**src/rtl/weight_fetch_sequencer_pkg.sv**
```systemverilog
// Shared types and constants for the weight fetch sequencer.
// Optional protocol checker is enabled with WEIGHT_FETCH_PROTOCOL_CHECK_EN.
package weight_fetch_sequencer_pkg;

   localparam int unsigned SIMD_WIDTH    = 32;
   localparam int unsigned WEIGHT_LEVELS = 2;
   localparam int unsigned WORD_WIDTH    = SIMD_WIDTH * WEIGHT_LEVELS;

   typedef enum logic [1:0] {
      IDLE  = 2'd0,
      FETCH = 2'd1,
      DRAIN = 2'd2,
      DONE  = 2'd3
   } fetch_state_e;

   function automatic int unsigned total_words(input int unsigned synapse_fold,
                                               input int unsigned output_channels);
      return synapse_fold * output_channels;
   endfunction

endpackage

```
**src/rtl/weight_fetch_sequencer_if.sv**
```systemverilog
// Weight-memory read port and downstream weight stream of the fetch sequencer.
interface weight_fetch_sequencer_if
   import weight_fetch_sequencer_pkg::*;
#(
   parameter int unsigned ADDRESS_WIDTH = 12,
   parameter int unsigned WORD_WIDTH    = weight_fetch_sequencer_pkg::WORD_WIDTH
);

   logic                     mem_enable;
   logic [ADDRESS_WIDTH-1:0] mem_address;
   logic [WORD_WIDTH-1:0]    mem_read_data;
   logic                     mem_read_ready;
   logic [WORD_WIDTH-1:0]    w_data;
   logic                     w_valid;
   logic                     w_ready;
   logic                     w_last;

   modport master (
      output mem_enable, mem_address, w_data, w_valid, w_last,
      input  mem_read_data, mem_read_ready, w_ready
   );

   modport slave (
      input  mem_enable, mem_address, w_data, w_valid, w_last,
      output mem_read_data, mem_read_ready, w_ready
   );

endinterface

```
**src/rtl/weight_fetch_sequencer_fifo.sv**
```systemverilog
// First-word-fall-through FIFO buffering returned weight words plus their last-tag.
module weight_fetch_fifo
   import weight_fetch_sequencer_pkg::*;
#(
   parameter int unsigned WIDTH = 65,
   parameter int unsigned DEPTH = 4,
   localparam int unsigned PTR_W = $clog2(DEPTH),
   localparam int unsigned CNT_W = $clog2(DEPTH + 1)
)(
   input  logic             clk,
   input  logic             rst,
   input  logic             push,
   input  logic [WIDTH-1:0] push_data,
   input  logic             pop,
   output logic [WIDTH-1:0] pop_data,
   output logic             empty,
   output logic [CNT_W-1:0] count
);

   logic [WIDTH-1:0] storage_q [DEPTH];
   logic [WIDTH-1:0] storage_d [DEPTH];
   logic [PTR_W-1:0] wr_ptr_q, wr_ptr_d;
   logic [PTR_W-1:0] rd_ptr_q, rd_ptr_d;
   logic [CNT_W-1:0] count_q, count_d;
   logic             full;
   logic             push_en;
   logic             pop_en;

   assign empty    = (count_q == '0);
   assign full     = (count_q == CNT_W'(DEPTH));
   assign count    = count_q;
   assign pop_en   = pop && !empty;
   assign push_en  = push && (!full || pop_en);
   // Outputs stay at zero while empty so stale storage never leaks downstream.
   assign pop_data = empty ? '0 : storage_q[rd_ptr_q];

   always_comb begin
      storage_d = storage_q;
      wr_ptr_d  = wr_ptr_q;
      rd_ptr_d  = rd_ptr_q;
      count_d   = count_q;
      if (push_en) begin
         storage_d[wr_ptr_q] = push_data;
         wr_ptr_d            = wr_ptr_q + PTR_W'(1);
      end
      if (pop_en) begin
         rd_ptr_d = rd_ptr_q + PTR_W'(1);
      end
      case ({push_en, pop_en})
         2'b10:   count_d = count_q + CNT_W'(1);
         2'b01:   count_d = count_q - CNT_W'(1);
         default: count_d = count_q;
      endcase
   end

   always_ff @(posedge clk) begin
      storage_q <= storage_d;
   end

   always_ff @(posedge clk) begin
      if (rst) begin
         wr_ptr_q <= '0;
         rd_ptr_q <= '0;
         count_q  <= '0;
      end else begin
         wr_ptr_q <= wr_ptr_d;
         rd_ptr_q <= rd_ptr_d;
         count_q  <= count_d;
      end
   end

endmodule

```
**src/rtl/weight_fetch_sequencer.sv**
```systemverilog
// Weight fetch sequencer: sweeps the weight memory num_passes times and streams words out.
// Define WEIGHT_FETCH_PROTOCOL_CHECK_EN to add the sticky proto_error output.
module weight_fetch_sequencer
   import weight_fetch_sequencer_pkg::*;
#(
   parameter int unsigned ADDRESS_WIDTH   = 12,
   parameter int unsigned SYNAPSE_FOLD    = 18,
   parameter int unsigned SIMD_WIDTH      = weight_fetch_sequencer_pkg::SIMD_WIDTH,
   parameter int unsigned WEIGHT_LEVELS   = weight_fetch_sequencer_pkg::WEIGHT_LEVELS,
   parameter int unsigned OUTPUT_CHANNELS = 1,
   parameter int unsigned FIFO_DEPTH      = 4,
   parameter int unsigned PASS_WIDTH      = 16
)(
   input  logic                  clk,
   input  logic                  rst,
   input  logic                  start,
   input  logic [PASS_WIDTH-1:0] num_passes,
   output logic                  busy,
   output logic                  done,
`ifdef WEIGHT_FETCH_PROTOCOL_CHECK_EN
   output logic                  proto_error,
`endif
   weight_fetch_sequencer_if.master bus
);

   localparam int unsigned WORD_W = SIMD_WIDTH * WEIGHT_LEVELS;
   localparam int unsigned TOTAL  = total_words(SYNAPSE_FOLD, OUTPUT_CHANNELS);
   localparam int unsigned CNT_W  = $clog2(FIFO_DEPTH + 1);
   localparam logic [ADDRESS_WIDTH-1:0] LAST_ADDR    = ADDRESS_WIDTH'(TOTAL - 1);
   localparam logic [CNT_W:0]           DEPTH_CREDIT = (CNT_W + 1)'(FIFO_DEPTH);

   fetch_state_e            state_q, state_d;
   logic                    busy_q, busy_d;
   logic                    done_q, done_d;
   logic [ADDRESS_WIDTH-1:0] addr_q, addr_d;
   logic [PASS_WIDTH-1:0]   pass_q, pass_d;
   logic [PASS_WIDTH-1:0]   passes_q, passes_d;
   logic [CNT_W-1:0]        inflight_q, inflight_d;
   logic                    last_tag_q, last_tag_d;

   logic [CNT_W-1:0]        fifo_count;
   logic                    fifo_empty;
   logic [WORD_W:0]         fifo_pop_data;
   logic [CNT_W:0]          credit;
   logic                    issue;
   logic                    resp_ok;
   logic                    pop;
   logic                    at_last;

   // Every word either in flight or buffered holds one FIFO slot in reserve.
   assign credit  = {1'b0, fifo_count} + {1'b0, inflight_q};
   assign issue   = (state_q == FETCH) && (credit < DEPTH_CREDIT);
   assign resp_ok = bus.mem_read_ready && (inflight_q != '0);
   assign pop     = !fifo_empty && bus.w_ready;
   assign at_last = (addr_q == LAST_ADDR);

   always_comb begin
      state_d    = state_q;
      addr_d     = addr_q;
      pass_d     = pass_q;
      passes_d   = passes_q;
      inflight_d = inflight_q;
      last_tag_d = issue && at_last;
      done_d     = (state_q == DONE);

      case (state_q)
         IDLE: begin
            if (start) begin
               passes_d = num_passes;
               addr_d   = '0;
               pass_d   = '0;
               state_d  = (num_passes == '0) ? DONE : FETCH;
            end
         end
         FETCH: begin
            if (issue) begin
               if (at_last) begin
                  addr_d = '0;
                  pass_d = pass_q + PASS_WIDTH'(1);
                  if (pass_q == passes_q - PASS_WIDTH'(1)) begin
                     state_d = DRAIN;
                  end
               end else begin
                  addr_d = addr_q + ADDRESS_WIDTH'(1);
               end
            end
         end
         DRAIN: begin
            if ((inflight_q == '0) && fifo_empty) begin
               state_d = DONE;
            end
         end
         DONE: begin
            state_d = IDLE;
         end
         default: state_d = IDLE;
      endcase

      busy_d = (state_d == FETCH) || (state_d == DRAIN);

      case ({issue, resp_ok})
         2'b10:   inflight_d = inflight_q + CNT_W'(1);
         2'b01:   inflight_d = inflight_q - CNT_W'(1);
         default: inflight_d = inflight_q;
      endcase
   end

   always_ff @(posedge clk) begin
      if (rst) begin
         state_q    <= IDLE;
         busy_q     <= 1'b0;
         done_q     <= 1'b0;
         addr_q     <= '0;
         pass_q     <= '0;
         passes_q   <= '0;
         inflight_q <= '0;
         last_tag_q <= 1'b0;
      end else begin
         state_q    <= state_d;
         busy_q     <= busy_d;
         done_q     <= done_d;
         addr_q     <= addr_d;
         pass_q     <= pass_d;
         passes_q   <= passes_d;
         inflight_q <= inflight_d;
         last_tag_q <= last_tag_d;
      end
   end

   weight_fetch_fifo #(
      .WIDTH (WORD_W + 1),
      .DEPTH (FIFO_DEPTH)
   ) u_fifo (
      .clk       (clk),
      .rst       (rst),
      .push      (resp_ok),
      .push_data ({last_tag_q, bus.mem_read_data}),
      .pop       (pop),
      .pop_data  (fifo_pop_data),
      .empty     (fifo_empty),
      .count     (fifo_count)
   );

   assign busy            = busy_q;
   assign done            = done_q;
   assign bus.mem_enable  = issue;
   assign bus.mem_address = addr_q;
   assign bus.w_valid     = !fifo_empty;
   assign bus.w_data      = fifo_pop_data[WORD_W-1:0];
   assign bus.w_last      = fifo_pop_data[WORD_W];

`ifdef WEIGHT_FETCH_PROTOCOL_CHECK_EN
   logic proto_error_q, proto_error_d;

   always_comb begin
      proto_error_d = proto_error_q
                    | (bus.mem_read_ready && (inflight_q == '0))
                    | (resp_ok && (fifo_count == CNT_W'(FIFO_DEPTH)))
                    | (start && busy_q);
   end

   always_ff @(posedge clk) begin
      if (rst) begin
         proto_error_q <= 1'b0;
      end else begin
         proto_error_q <= proto_error_d;
      end
   end

   assign proto_error = proto_error_q;
`endif

endmodule
```
**src/flat_wrapper.sv**
```systemverilog
// flat-port wrapper written by rule: the top's interface ports become plain ports
module weight_fetch_sequencer_flat import weight_fetch_sequencer_pkg::*;
#(
   parameter int unsigned ADDRESS_WIDTH   = 12,
   parameter int unsigned SYNAPSE_FOLD    = 18,
   parameter int unsigned SIMD_WIDTH      = weight_fetch_sequencer_pkg::SIMD_WIDTH,
   parameter int unsigned WEIGHT_LEVELS   = weight_fetch_sequencer_pkg::WEIGHT_LEVELS,
   parameter int unsigned OUTPUT_CHANNELS = 1,
   parameter int unsigned FIFO_DEPTH      = 4,
   parameter int unsigned PASS_WIDTH      = 16
)
  (clk, rst, start, num_passes, busy, done, bus_mem_enable, bus_mem_address, bus_w_data, bus_w_valid, bus_w_last, bus_mem_read_data, bus_mem_read_ready, bus_w_ready);
  weight_fetch_sequencer_if #(.ADDRESS_WIDTH(ADDRESS_WIDTH)) bus_i ();
  input  logic clk;
  input  logic rst;
  input  logic start;
  input  logic [PASS_WIDTH-1:0] num_passes;
  output logic busy;
  output logic done;
  output wire logic [$bits(bus_i.mem_enable)-1:0] bus_mem_enable;
  output wire logic [$bits(bus_i.mem_address)-1:0] bus_mem_address;
  output wire logic [$bits(bus_i.w_data)-1:0] bus_w_data;
  output wire logic [$bits(bus_i.w_valid)-1:0] bus_w_valid;
  output wire logic [$bits(bus_i.w_last)-1:0] bus_w_last;
  input wire logic [$bits(bus_i.mem_read_data)-1:0] bus_mem_read_data;
  input wire logic [$bits(bus_i.mem_read_ready)-1:0] bus_mem_read_ready;
  input wire logic [$bits(bus_i.w_ready)-1:0] bus_w_ready;
  assign bus_mem_enable = bus_i.mem_enable;
  assign bus_mem_address = bus_i.mem_address;
  assign bus_w_data = bus_i.w_data;
  assign bus_w_valid = bus_i.w_valid;
  assign bus_w_last = bus_i.w_last;
  assign bus_i.mem_read_data = bus_mem_read_data;
  assign bus_i.mem_read_ready = bus_mem_read_ready;
  assign bus_i.w_ready = bus_w_ready;
  weight_fetch_sequencer #(.ADDRESS_WIDTH(ADDRESS_WIDTH), .SYNAPSE_FOLD(SYNAPSE_FOLD), .SIMD_WIDTH(SIMD_WIDTH), .WEIGHT_LEVELS(WEIGHT_LEVELS), .OUTPUT_CHANNELS(OUTPUT_CHANNELS), .FIFO_DEPTH(FIFO_DEPTH), .PASS_WIDTH(PASS_WIDTH)) u_core (.clk(clk), .rst(rst), .start(start), .num_passes(num_passes), .busy(busy), .done(done), .bus(bus_i));
endmodule
```
**config.mk**
```make
export PLATFORM = sky130hd
export DESIGN_NAME = weight_fetch_sequencer_flat
export DESIGN_NICKNAME = d
export VERILOG_FILES = /design/src/rtl/weight_fetch_sequencer_pkg.sv /design/src/rtl/weight_fetch_sequencer_if.sv /design/src/rtl/weight_fetch_sequencer_fifo.sv /design/src/rtl/weight_fetch_sequencer.sv /design/src/flat_wrapper.sv
export SDC_FILE = /design/constraint.sdc
export NUM_CORES = 1
export LEC_CHECK = 0
export ABC_CLOCK_PERIOD_IN_PS = 6800
export BUFFER_PORTS_ARGS = -buffer_cell sky130_fd_sc_hd__buf_4
export CAP_MARGIN = 5
export CORE_UTILIZATION = 60
export DETAILED_ROUTE_END_ITERATION = 8
export PLACE_DENSITY = 0.8
export SLEW_MARGIN = 20
export SYNTH_ARGS = -nofsm -noshare
export SYNTH_HDL_FRONTEND = slang
export SYNTH_SLANG_ARGS = --single-unit
```
**constraint.sdc**
```tcl
create_clock -name clk -period 6.8 [get_ports clk]
set_input_delay 1.36 -clock clk [delete_from_list [all_inputs] [get_ports clk]]
set_output_delay 1.36 -clock clk [all_outputs]
set_load 0.02 [all_outputs]
```
==> results of run 1 <==
## critical path, stage by stage (launching register included)
cell and delay, ns:
dfxtp_4 0.92, buf_4 0.58, mux4_2 0.59, and2_1 0.18
buf_4 0.15
## cells in the final DEF (no fill, tap or decap), types with 6 or more instances in the layout
| cell type | Yosys | layout |
|---|---|---|
| clkinv_1 | 0 | 9 |
| nor3_1 | 22 | 22 |
| clkbuf_16 | 0 | 31 |
| nand3_1 | 18 | 18 |
| mux4_2 | 65 | 65 |
| and3_1 | 6 | 6 |
| or3_1 | 6 | 6 |
| buf_4 | 0 | 174 |
| inv_1 | 21 | 20 |
| edfxtp_1 | 260 | 260 |
| ha_1 | 11 | 11 |
| clkinv_2 | 0 | 8 |
| nand2_1 | 50 | 50 |
| nor4_1 | 9 | 9 |
| dfxtp_1 | 59 | 57 |
| a21oi_1 | 24 | 24 |
| o21ai_0 | 7 | 7 |
| xor2_1 | 27 | 27 |
| and2_1 | 73 | 69 |
| nor2_1 | 51 | 51 |
| nand4_1 | 16 | 16 |
| xnor2_1 | 18 | 18 |
## layer usage
metal | GRT usage (%) | wire length, um | up-vias
met2 | 40.9 | 13400 | 218
met5 | 0 | 0 | -
met1 | 29.5 | 10200 | 3804
met4 | 7.02 | 613 | 0
li1 | - | - | 3513
met3 | 5.43 | 1660 | 40
## through the flow
| step | area (um^2) | hold WS (ns) | power, mW | std cells | worst slack (ns) |
|---|---|---|---|---|---|
| after floorplan | 13100 | 0.438 | 3.29 | 832 | 2.71 |
| after global placement | 14600 | 0.457 | 3.75 | 1243 | 2.81 |
| after detailed placement | 14600 | 0.467 | 3.77 | 1243 | 2.76 |
| after CTS | 15600 | 0.475 | 5.42 | 1300 | 2.30 |
| after global routing | 15600 | 0.508 | 5.59 | 1300 | 2.19 |
| final | 15600 | 0.474 | 5.37 | 1300 | 2.42 |
## cell type report
cell class | instances | area share [%]
flip-flops and latches | 319 | 57.6
multi-input cells | 454 | 25.0
repair buffers | 174 | 8.37
clock buffers | 36 | 5.09
well taps | 275 | 2.21
clock inverters | 21 | 1.20
inverters | 21 | 0.505
## state kept, by name (all words and copies together), names as in the netlist, 2 cells and up
name / cells
u_core.pass_q: 16
u_core.passes_q: 16
u_core.inflight_q: 3
u_core.state_q: 2
u_core.u_fifo.storage_q: 260
u_core.bus.mem_address: 12
u_core.u_fifo.rd_ptr_q: 2
u_core.u_fifo.count: 3
u_core.u_fifo.wr_ptr_q: 2
## worst max path at each step
stage | slack (ns) | depth (start not counted) | endpoint | startpoint
after floorplan | 2.71 | 4 | u_core.u_fifo.storage_q[0] | bus_w_ready
after global placement | 2.81 | 5 | u_core.u_fifo.storage_q[36] | bus_mem_read_ready
after detailed placement | 2.76 | 5 | u_core.u_fifo.storage_q[122] | bus_mem_read_ready
after CTS | 2.30 | 4 | bus_w_data[27] | u_core.u_fifo.rd_ptr_q[0]
after global routing | 2.19 | 4 | bus_w_data[30] | u_core.u_fifo.rd_ptr_q[0]
final | 2.42 | 4 | bus_w_data[32] | u_core.u_fifo.rd_ptr_q[0]
## logic make-up (layout without fill, tap and decap cells)
logic type                 Yosys count  in the layout
xor gates and xnor gates            45             45
and+or+nand+nor                    267            267
DFF                                319            319
adders and majority gates           13             13
AOI/OAI and AO/OA                   57             57
muxes                               72             72
buffers and inverters               59            252
## power by group
part	leakage (nW)	switching [mW]	internal, mW	total [mW]
combinational	2.16	0.692	0.586	1.28
sequential	2.83	0.116	2.33	2.44
clock	0.484	0.703	0.948	1.65
==> flow_metrics.tcl, run 1 <==
set metrics [dict create \
    regArea_um2 8990 \
    synthArstFlopShare_pct 0 \
    setup.worst_path.start_class "flip-flop" \
    setup_viol 0 \
    rows 53 \
    grt_pass1_vias 7837 \
    via_per_inst 5.83 \
    syn-num-nets 930 \
    first_iter_violations 412 \
    hpwlAfterDp_um 16100 \
    yosys-top-cells-count "260 x edfxtp_1, 73 x and2_1, 65 x mux4_2, 59 x dfxtp_1, 51 x nor2_1" \
    insertedDiodeCount 0 \
    antenna_found_initial 0 \
    wire_per_inst_um 19.9 \
    drc_errors 0 \
    finalCoreUtilization_pct 73.5 \
    syn_area_per_cell_um2 15.8 \
    synthXorXnorAreaFrac_pct 3.00 \
    vdd_drop_max_uv 270 \
    cts_root_buf "clkbuf_16" \
    worstHoldEndpoint "u_core.passes_q[15]" \
    required_ns 5.44 \
    initial_core_util_pct 61.8 \
    postCtsSetupBuffers 0 \
    yosys.area_share.adder_pct 1.35 \
    cts_tree "built" \
    p_leak_nw 5.47 \
    drive_above_1_share_pct 29.0 \
    worstMarginPinSlew_ns 1.02 \
    finalClockSkew_ns 0.0173 \
    hold_viol_final 0 \
    grt_pass1_wl_um 40300 \
    seq_area_frac_synth_pct 68.5 \
    port_buffers 165 \
    synth.largest_area_cell "edfxtp_1" \
    htreeDepth 1 \
    cts_max_path_buffers 3 \
    synth.area.mux_share_pct 11.7 \
    synth_ff_type "edfxtp_1" \
    worstRegToRegCells 4 \
    holdPathStages 2 \
    die-area_um2 22500 \
    min_path_type "flip-flop to flip-flop" \
    antenna_left 0 \
    outcome "finished clean" \
    clock-sinks 319 \
    min_from "u_core.passes_q[15]" \
    syn_inst 832 \
    maxCapViolations 0 \
    synthSimpleGateAreaFrac_pct 10.7 \
    wl_um 25900 \
    fillers 1288 \
    cts.repair.resized 0 \
    die_w_um 150 \
    yosysWarnings 0 \
    setup_tns_ns 0 \
    cp_max_fo 43 \
    cts_made_buffers 31 \
    die_y_um 150 \
    synth_most_common_cell "edfxtp_1" \
    crit_arrival_ns 3.02 \
    critPathCaptureType "primary output" \
    finalCritPeriodShare_pct 64.3 \
    multi_input_area_um2 3900 \
    crit_type "flip-flop to primary output" \
    hold_buffers 0 \
    synth_top_family_by_area "multiplexers" \
    clk_pin_slew_ns 0.06 \
    synth_enable_flop_cells 260 \
    yosysUniqueCellTypes 53 \
    firstDrtPassIters 5 \
    io_pins 166 \
    max_slew_margin_pct 31.3 \
    gr-total-overflow 0 \
    core_area_um2 21200 \
    vias 7575 \
    synthToLayoutAreaGrowth_pct 18.9 \
    grt_use_total_pct 23.6 \
    synth_compound_area_share_pct 2.86 \
    rsz0062_at_grt "no" \
    gp_congestion 0.845 \
    r2r_slack_ns 3.85 \
    grt_start_max_net_pins 70 \
    max_freq_mhz 229 \
    p_per_area_nw_per_um2 344 \
    syn_area_um2 13100 \
    rr_endpoint "u_core.u_fifo.storage_q[200]" \
    final_nets 1099 \
    yosysTopAreaCellShare_pct 59.5 \
    fin_crit_ns 4.38 \
    ys_top_cells_by_area "edfxtp_1 60%, mux4_2 11%, dfxtp_1 9.0%" \
    clkLatencyLatePin_ns 0.57 \
    synth-seq-cells 319 \
    r2r_start "u_core.inflight_q[0]" \
    finalMaxSlewViolations 0 \
]
(Power assumes the default switching activity.)
==> inputs of run 2 (changes only) <==
- ABC_CLOCK_PERIOD_IN_PS: 6800 -> 4090
- CORE_UTILIZATION: 60 -> 58
- PLACE_DENSITY: 0.8 -> 0.78
- clock period: 6.8 -> 4.09 ns (I/O delays scaled with it)
==> run 2 against run 1 <==
Against the previous run:
- the run now ends with design-rule violations left
- non-clock buffer count is 4 higher
- total power is 67% higher
- combinational power is 72% higher
- final area is 0.54% higher
- count of clock-buffer cells in the layout is 6 higher
- critical endpoint is now bus_w_data[41]
- highest routed layer unchanged
==> flow_metrics.tcl, run 2 (synthesis results as in run 1) <==
set metrics [dict create \
    rows 54 \
    largest_register_ffs 260 \
    setup_tns_ns 0 \
    hpwlAfterDp_um 16300 \
    drc_errors 18 \
    fin_cells 1308 \
    gp_congestion 0.881 \
    clkLatencyLatePin_ns 0.56 \
    cts_max_path_buffers 3 \
    switching_share_pct 27.9 \
    postCtsSetupBuffers 0 \
    reg_top3 "u_core.u_fifo.storage_q: 260 flops, u_core.pass_q: 16 flops, u_core.passes_q: 16 flops" \
    intPower_mw 6.46 \
    r2r_start "u_core.passes_q[0]" \
    grt_pass1_wl_um 41200 \
    slowest_delay_ns 0.71 \
    violations "design-rule violations" \
    rsz0062_at_grt "no" \
    wire_per_inst_um 20.0 \
    die_y_um 152 \
    finalClockSkew_ns 0.00807 \
    maxCapViolations 0 \
    cts_tree "built" \
    rr_endpoint "u_core.state_q[1]" \
    vias 7498 \
    outcome "complete, but fails checks" \
    cts.repair.resized 0 \
    via_per_inst 5.73 \
    min_from "bus_mem_read_data[39]" \
    clockPowerShare_pct 30.4 \
    required_ns 3.27 \
    antenna_left 0 \
    grt_start_max_net_pins 70 \
    fillers 1418 \
    grt_pass1_vias 7641 \
    max_slew_margin_pct 33.3 \
    clock-sinks 319 \
    io_pins 166 \
    regMostFlops "u_core.u_fifo.storage_q" \
    htreeDepth 1 \
    regArea_um2 8990 \
    first_iter_violations 454 \
    cts_root_buf "clkbuf_16" \
    critPathSlowestCell "dfxtp_4" \
    drive_above_1_share_pct 29.0 \
    p_per_area_nw_per_um2 571 \
    initial_core_util_pct 59.6 \
    setup_viol 0 \
    final_common_cell "edfxtp_1" \
    hold_buffers 0 \
    multi_input_area_um2 3890 \
    die-area_um2 23200 \
    holdPathStages 1 \
    finalMaxSlewViolations 0 \
    cp_max_fo 28 \
    wl_um 26200 \
    vdd_drop_max_uv 483 \
    crit_arrival_ns 2.53 \
    antenna_found_initial 1 \
    switchingPower_mw 2.50 \
    worstRegToRegCells 8 \
    final_nets 1103 \
    fin_crit_ns 3.35 \
    pwr-share-seq_pct 45.1 \
    r2r_slack_ns 1.46 \
    die_w_um 152 \
    finalCritPeriodShare_pct 81.9 \
    p_leak_nw 5.49 \
    setup.worst_path.start_class "flip-flop" \
    gr-total-overflow 0 \
    dpl.cell_count 1252 \
    p_comb_share_pct 24.5 \
    critPathCaptureType "primary output" \
    cp_cell_sequence "buf_12, mux4_2, and2_1, buf_4" \
    most-common-layout-cells "260 x edfxtp_1, 173 x buf_4, 69 x and2_1" \
    max_freq_mhz 299 \
    crit_type "flip-flop to primary output" \
    firstDrtPassIters 7 \
    grt_use_total_pct 23.0 \
    core_area_um2 22000 \
    worstHoldEndpoint "u_core.u_fifo.storage_q[169]" \
    port_buffers 165 \
    min_path_type "primary input to flip-flop" \
    synthToLayoutAreaGrowth_pct 19.6 \
    hold_viol_final 0 \
    clk_pin_slew_ns 0.06 \
    worstMarginPinSlew_ns 0.992 \
    cts_made_buffers 31 \
]
[run 2: changes by cell type in the layout (fill, tap and decap cells not counted)]
cell | previous run | this run
clkbuf_1 | 5 | 11
clkinv_1 | 9 | 3
buf_12 | 0 | 5
clkinv_2 | 8 | 3
clkinvlp_2 | 0 | 3
and2_2 | 2 | 4
and2_4 | 2 | 0
diode_2 | 0 | 2
buf_4 | 174 | 173
clkinvlp_4 | 1 | 0
[run 2: critical path, delay by kind of cell (launching register included)]
family	cells	cell delay [ns]
buf+inv	2	0.43
flops	1	0.71
mux	1	0.60
simple gates	1	0.19
[run 2: layout make-up]
type	instances	share of cell area (%)
clock inverters	12	0.941
repair buffers	178	8.92
multi-input cells	454	24.8
diodes	2	0.0319
clock buffers	42	5.21
well taps	280	2.23
flip-flops and latches	319	57.3
inverters	21	0.503
[run 2: through the flow]
| step | area (um^2) | setup slack [ns] | power, mW | hold WS (ns) | utilization, % |
|---|---|---|---|---|---|
| after detailed placement | 14700 | 1.26 | 6.31 | 0.466 | 66.8 |
| after global routing | 15700 | 0.593 | 9.32 | 0.435 | 71.2 |
| final | 15700 | 0.740 | 8.95 | 0.454 | 71.2 |
| after floorplan | 13100 | 0.544 | 5.48 | 0.438 | - |
| after CTS | 15700 | 0.670 | 9.04 | 0.434 | 71.2 |
| after global placement | 14700 | 1.27 | 6.26 | 0.462 | 66.8 |
[run 2: power groups by stage]
stage	sequential (mW)	clock, mW	combinational, mW
floorplan	4.02	0	1.45
global placement	4.09	0	2.18
detailed placement	4.10	0	2.21
CTS	4.04	2.77	2.23
global route	4.07	2.89	2.36
finish	4.04	2.72	2.20
[run 2: per-layer routing]
metal | global-route usage, % | up-vias | wire, um
li1 | - | 3525 | -
met1 | 29.9 | 3689 | 10700
met2 | 39.2 | 235 | 13200
met3 | 4.44 | 49 | 1500
met4 | 7.34 | 0 | 665
met5 | 0 | - | 0
[run 2: worst max path at each step]
stage | start | endpoint | slack [ns]
floorplan | bus_w_ready | u_core.u_fifo.storage_q[0] | 0.54
global placement | bus_mem_read_ready | u_core.u_fifo.storage_q[177] | 1.27
detailed placement | bus_mem_read_ready | u_core.u_fifo.storage_q[182] | 1.26
CTS | u_core.u_fifo.rd_ptr_q[0] | bus_w_data[22] | 0.67
global route | u_core.u_fifo.rd_ptr_q[0] | bus_w_data[34] | 0.59
finish | u_core.u_fifo.rd_ptr_q[0] | bus_w_data[41] | 0.74
==> inputs of run 3 (changes only) <==
- ABC_AREA: not set -> 1
- ABC_CLOCK_PERIOD_IN_PS: 4090 -> 2770
- CORE_UTILIZATION: 58 -> 52
- PLACE_DENSITY: 0.78 -> 0.73
- clock period: 4.09 -> 2.77 ns (I/O delays scaled with it)
==> run 3 against run 2 <==
Against the previous run:
- area after synthesis up 2.5%
- count of clock-buffer cells in the layout shrank 3
- the flow now finishes without violations
- critical endpoint is now bus_w_data[22]
- sequential cell count unchanged
==> flow_metrics.tcl, run 3 <==
set metrics [dict create \
    outcome "finished clean" \
    grt_pass1_wl_um 46400 \
    hold_buffers 0 \
    setup_tns_ns 0 \
    p_per_area_nw_per_um2 957 \
    core_area_um2 25300 \
    hold_viol_final 0 \
    io_pins 166 \
    synth_enable_flop_cells 260 \
    critPathSlowestCell "dfxtp_4" \
    vias 9704 \
    setup.worst_path.start_class "flip-flop" \
    firstDrtPassIters 5 \
    syn_inst 1303 \
    initial_core_util_pct 53.3 \
    fin_cells 1824 \
    rsz0062_at_grt "no" \
    final_common_cell "nor2_1" \
    path_common_cell "nor2_1" \
    regMostFlops "u_core.u_fifo.storage_q" \
    cp_cell_sequence "buf_16, nor2_1, nor2_1, o21ai_0, a21oi_1, buf_4" \
    crit_type "flip-flop to primary output" \
    synth_most_common_cell "nor2_1" \
    antenna_found_initial 1 \
    syn_area_per_cell_um2 10.3 \
    dpl.cell_count 1762 \
    setup_viol 0 \
    vdd_drop_max_uv 697 \
    synth.largest_area_cell "edfxtp_1" \
    clk_pin_slew_ns 0.07 \
    port_buffers 165 \
    reg_top3 "u_core.u_fifo.storage_q: 260 flops, u_core.pass_q: 16 flops, u_core.passes_q: 16 flops" \
    final_area_um2 16300 \
    grt_use_total_pct 22.0 \
    seq_area_frac_synth_pct 66.8 \
    clock-sinks 319 \
    required_ns 2.22 \
    maxCapViolations 0 \
    cp_max_fo 51 \
    htreeDepth 1 \
    ys_top_cells_by_area "edfxtp_1 58%, nor2_1 9.5%, dfxtp_1 8.8%" \
    finalCritPeriodShare_pct 95.0 \
    cts_made_buffers 31 \
    antenna_left 0 \
    slowest_delay_ns 0.45 \
    yosys-top-cells-count "342 x nor2_1, 260 x edfxtp_1, 170 x o21ai_0, 124 x nand2_1, 106 x a21oi_1" \
    max_freq_mhz 380 \
    crit_arrival_ns 2.08 \
    gp_congestion 0.879 \
    critPathCaptureType "primary output" \
    gr-total-overflow 0 \
    first_iter_violations 779 \
    grt_start_max_net_pins 71 \
    yosysUniqueCellTypes 37 \
    largest_register_ffs 260 \
    finalPower_mw 15.6 \
    grt_pass1_vias 9358 \
    setup_ws_ns 0.137 \
    cts_tree "built" \
    hpwlAfterDp_um 17900 \
    cts_root_buf "clkbuf_16" \
    finalClockSkew_ns 0.0129 \
    finalMaxSlewViolations 0 \
    worstMarginPinSlew_ns 0.727 \
    cts_max_path_buffers 3 \
    fin_crit_ns 2.63 \
    most-common-layout-cells "338 x nor2_1, 260 x edfxtp_1, 175 x buf_4" \
    min_path_type "primary input to flip-flop" \
    syn_area_um2 13400 \
    die_w_um 163 \
    fillers 1909 \
    syn-num-nets 1401 \
    pre_cts_ws_ns 0.451 \
    yosysTopAreaCellShare_pct 58.1 \
    die_y_um 163 \
    die-area_um2 26500 \
    wl_um 29200 \
    clkLatencyLatePin_ns 0.56 \
    rows 58 \
    synthArstFlopShare_pct 0 \
    final_nets 1566 \
    synth-seq-cells 319 \
    via_per_inst 5.32 \
    yosysWarnings 0 \
    max_slew_margin_pct 51.4 \
    synthToLayoutAreaGrowth_pct 20.9 \
    placed_cell_area_um2 15200 \
    drive_above_1_share_pct 17.6 \
    drc_errors 0 \
    wire_per_inst_um 16.0 \
    p_leak_nw 6.13 \
    synth_ff_type "edfxtp_1" \
]
==> run 3: changes by cell type after synthesis, sizes merged, moves of 14 or more <==
cell	change
mux4	-65
nand2	+78
nor2	+298
clkbuf	+17
and2	-72
xnor2	-14
inv	+60
a21oi	+82
o21ai	+164
xor2	-22
==> run 3: cells by family (layout without fill, tap and decap cells) <==
group | count (synthesis) | after routing | share of synthesized area (%)
DFF | 319 | 319 | 66.8
buffers and inverters | 140 | 330 | 3.99
other | 0 | 1 | 0
adders and majority gates | 13 | 13 | 1.32
AOI/OAI and AO/OA | 283 | 283 | 10.6
and+or+nand+nor | 539 | 539 | 16.7
xor gates and xnor gates | 9 | 9 | 0.586
==> run 3: critical path, delay by kind of cell, from the launching register on <==
kind | cells | cell delay [ns]
AOI/OAI and AO/OA | 2 | 0.37
buffers and inverters | 2 | 0.46
DFF | 1 | 0.45
and+or+nand+nor | 2 | 0.21
==> run 3: per-layer routing <==
layer / vias up / share of wire, % / track usage (%)
met5: - / 0 / 0
met4: 0 / 2.8 / 7.05
met3: 57 / 5.5 / 3.11
met2: 289 / 49 / 37.5
met1: 4573 / 43 / 29.1
li1: 4785 / - / -
==> run 3: worst paths after layout <==
path | from | endpoint | slack, ns | depth (start not counted)
min | bus_mem_read_data[9] | u_core.u_fifo.storage_q[139] | 0.19 | 1
max | u_core.u_fifo.rd_ptr_q[0] | bus_w_data[22] | 0.14 | 6
max reg2reg | u_core.state_q[1] | u_core.pass_q[11] | 0.55 | 10
min reg2reg | u_core.last_tag_q | u_core.u_fifo.storage_q[129] | 0.49 | 0
==> run 3: power breakdown <==
part	internal (mW)	total (mW)	switching [mW]	leakage, nW
Combinational	2.02	5.69	3.67	2.83
Clock	2.16	3.88	1.72	0.458
Sequential	5.79	5.99	0.194	2.83
==> run 3: layout make-up <==
| cell class | instances | area (um^2) | area share [%] |
|---|---|---|---|
| Timing Repair Buffer | 191 | 1650 | 10.1 |
| Multi-Input combinational cell | 844 | 3950 | 24.3 |
| Clock buffer | 39 | 806 | 4.96 |
| Inverter | 81 | 308 | 1.89 |
| Sequential cell | 319 | 8990 | 55.3 |
| Antenna cell | 1 | 2.50 | 0.0154 |
| Clock inverter | 19 | 133 | 0.816 |
| Tap cell | 330 | 413 | 2.54 |
==> run 3: repair_timing <==
action | 4_1_cts | 5_1_grt
buffers inserted | 0 | 2
endpoints found under the setup margin | 18 | 4
resized for setup | 2 | 3
cloned | 0 | 1
==> run 3: metrics by stage <==
step,hold WS [ns],util (%)
final,0.191,64.4
after global routing,0.170,64.4
after CTS,0.171,64.1
after detailed placement,0.481,60.3
after global placement,0.468,60.3
after floorplan,0.438,-
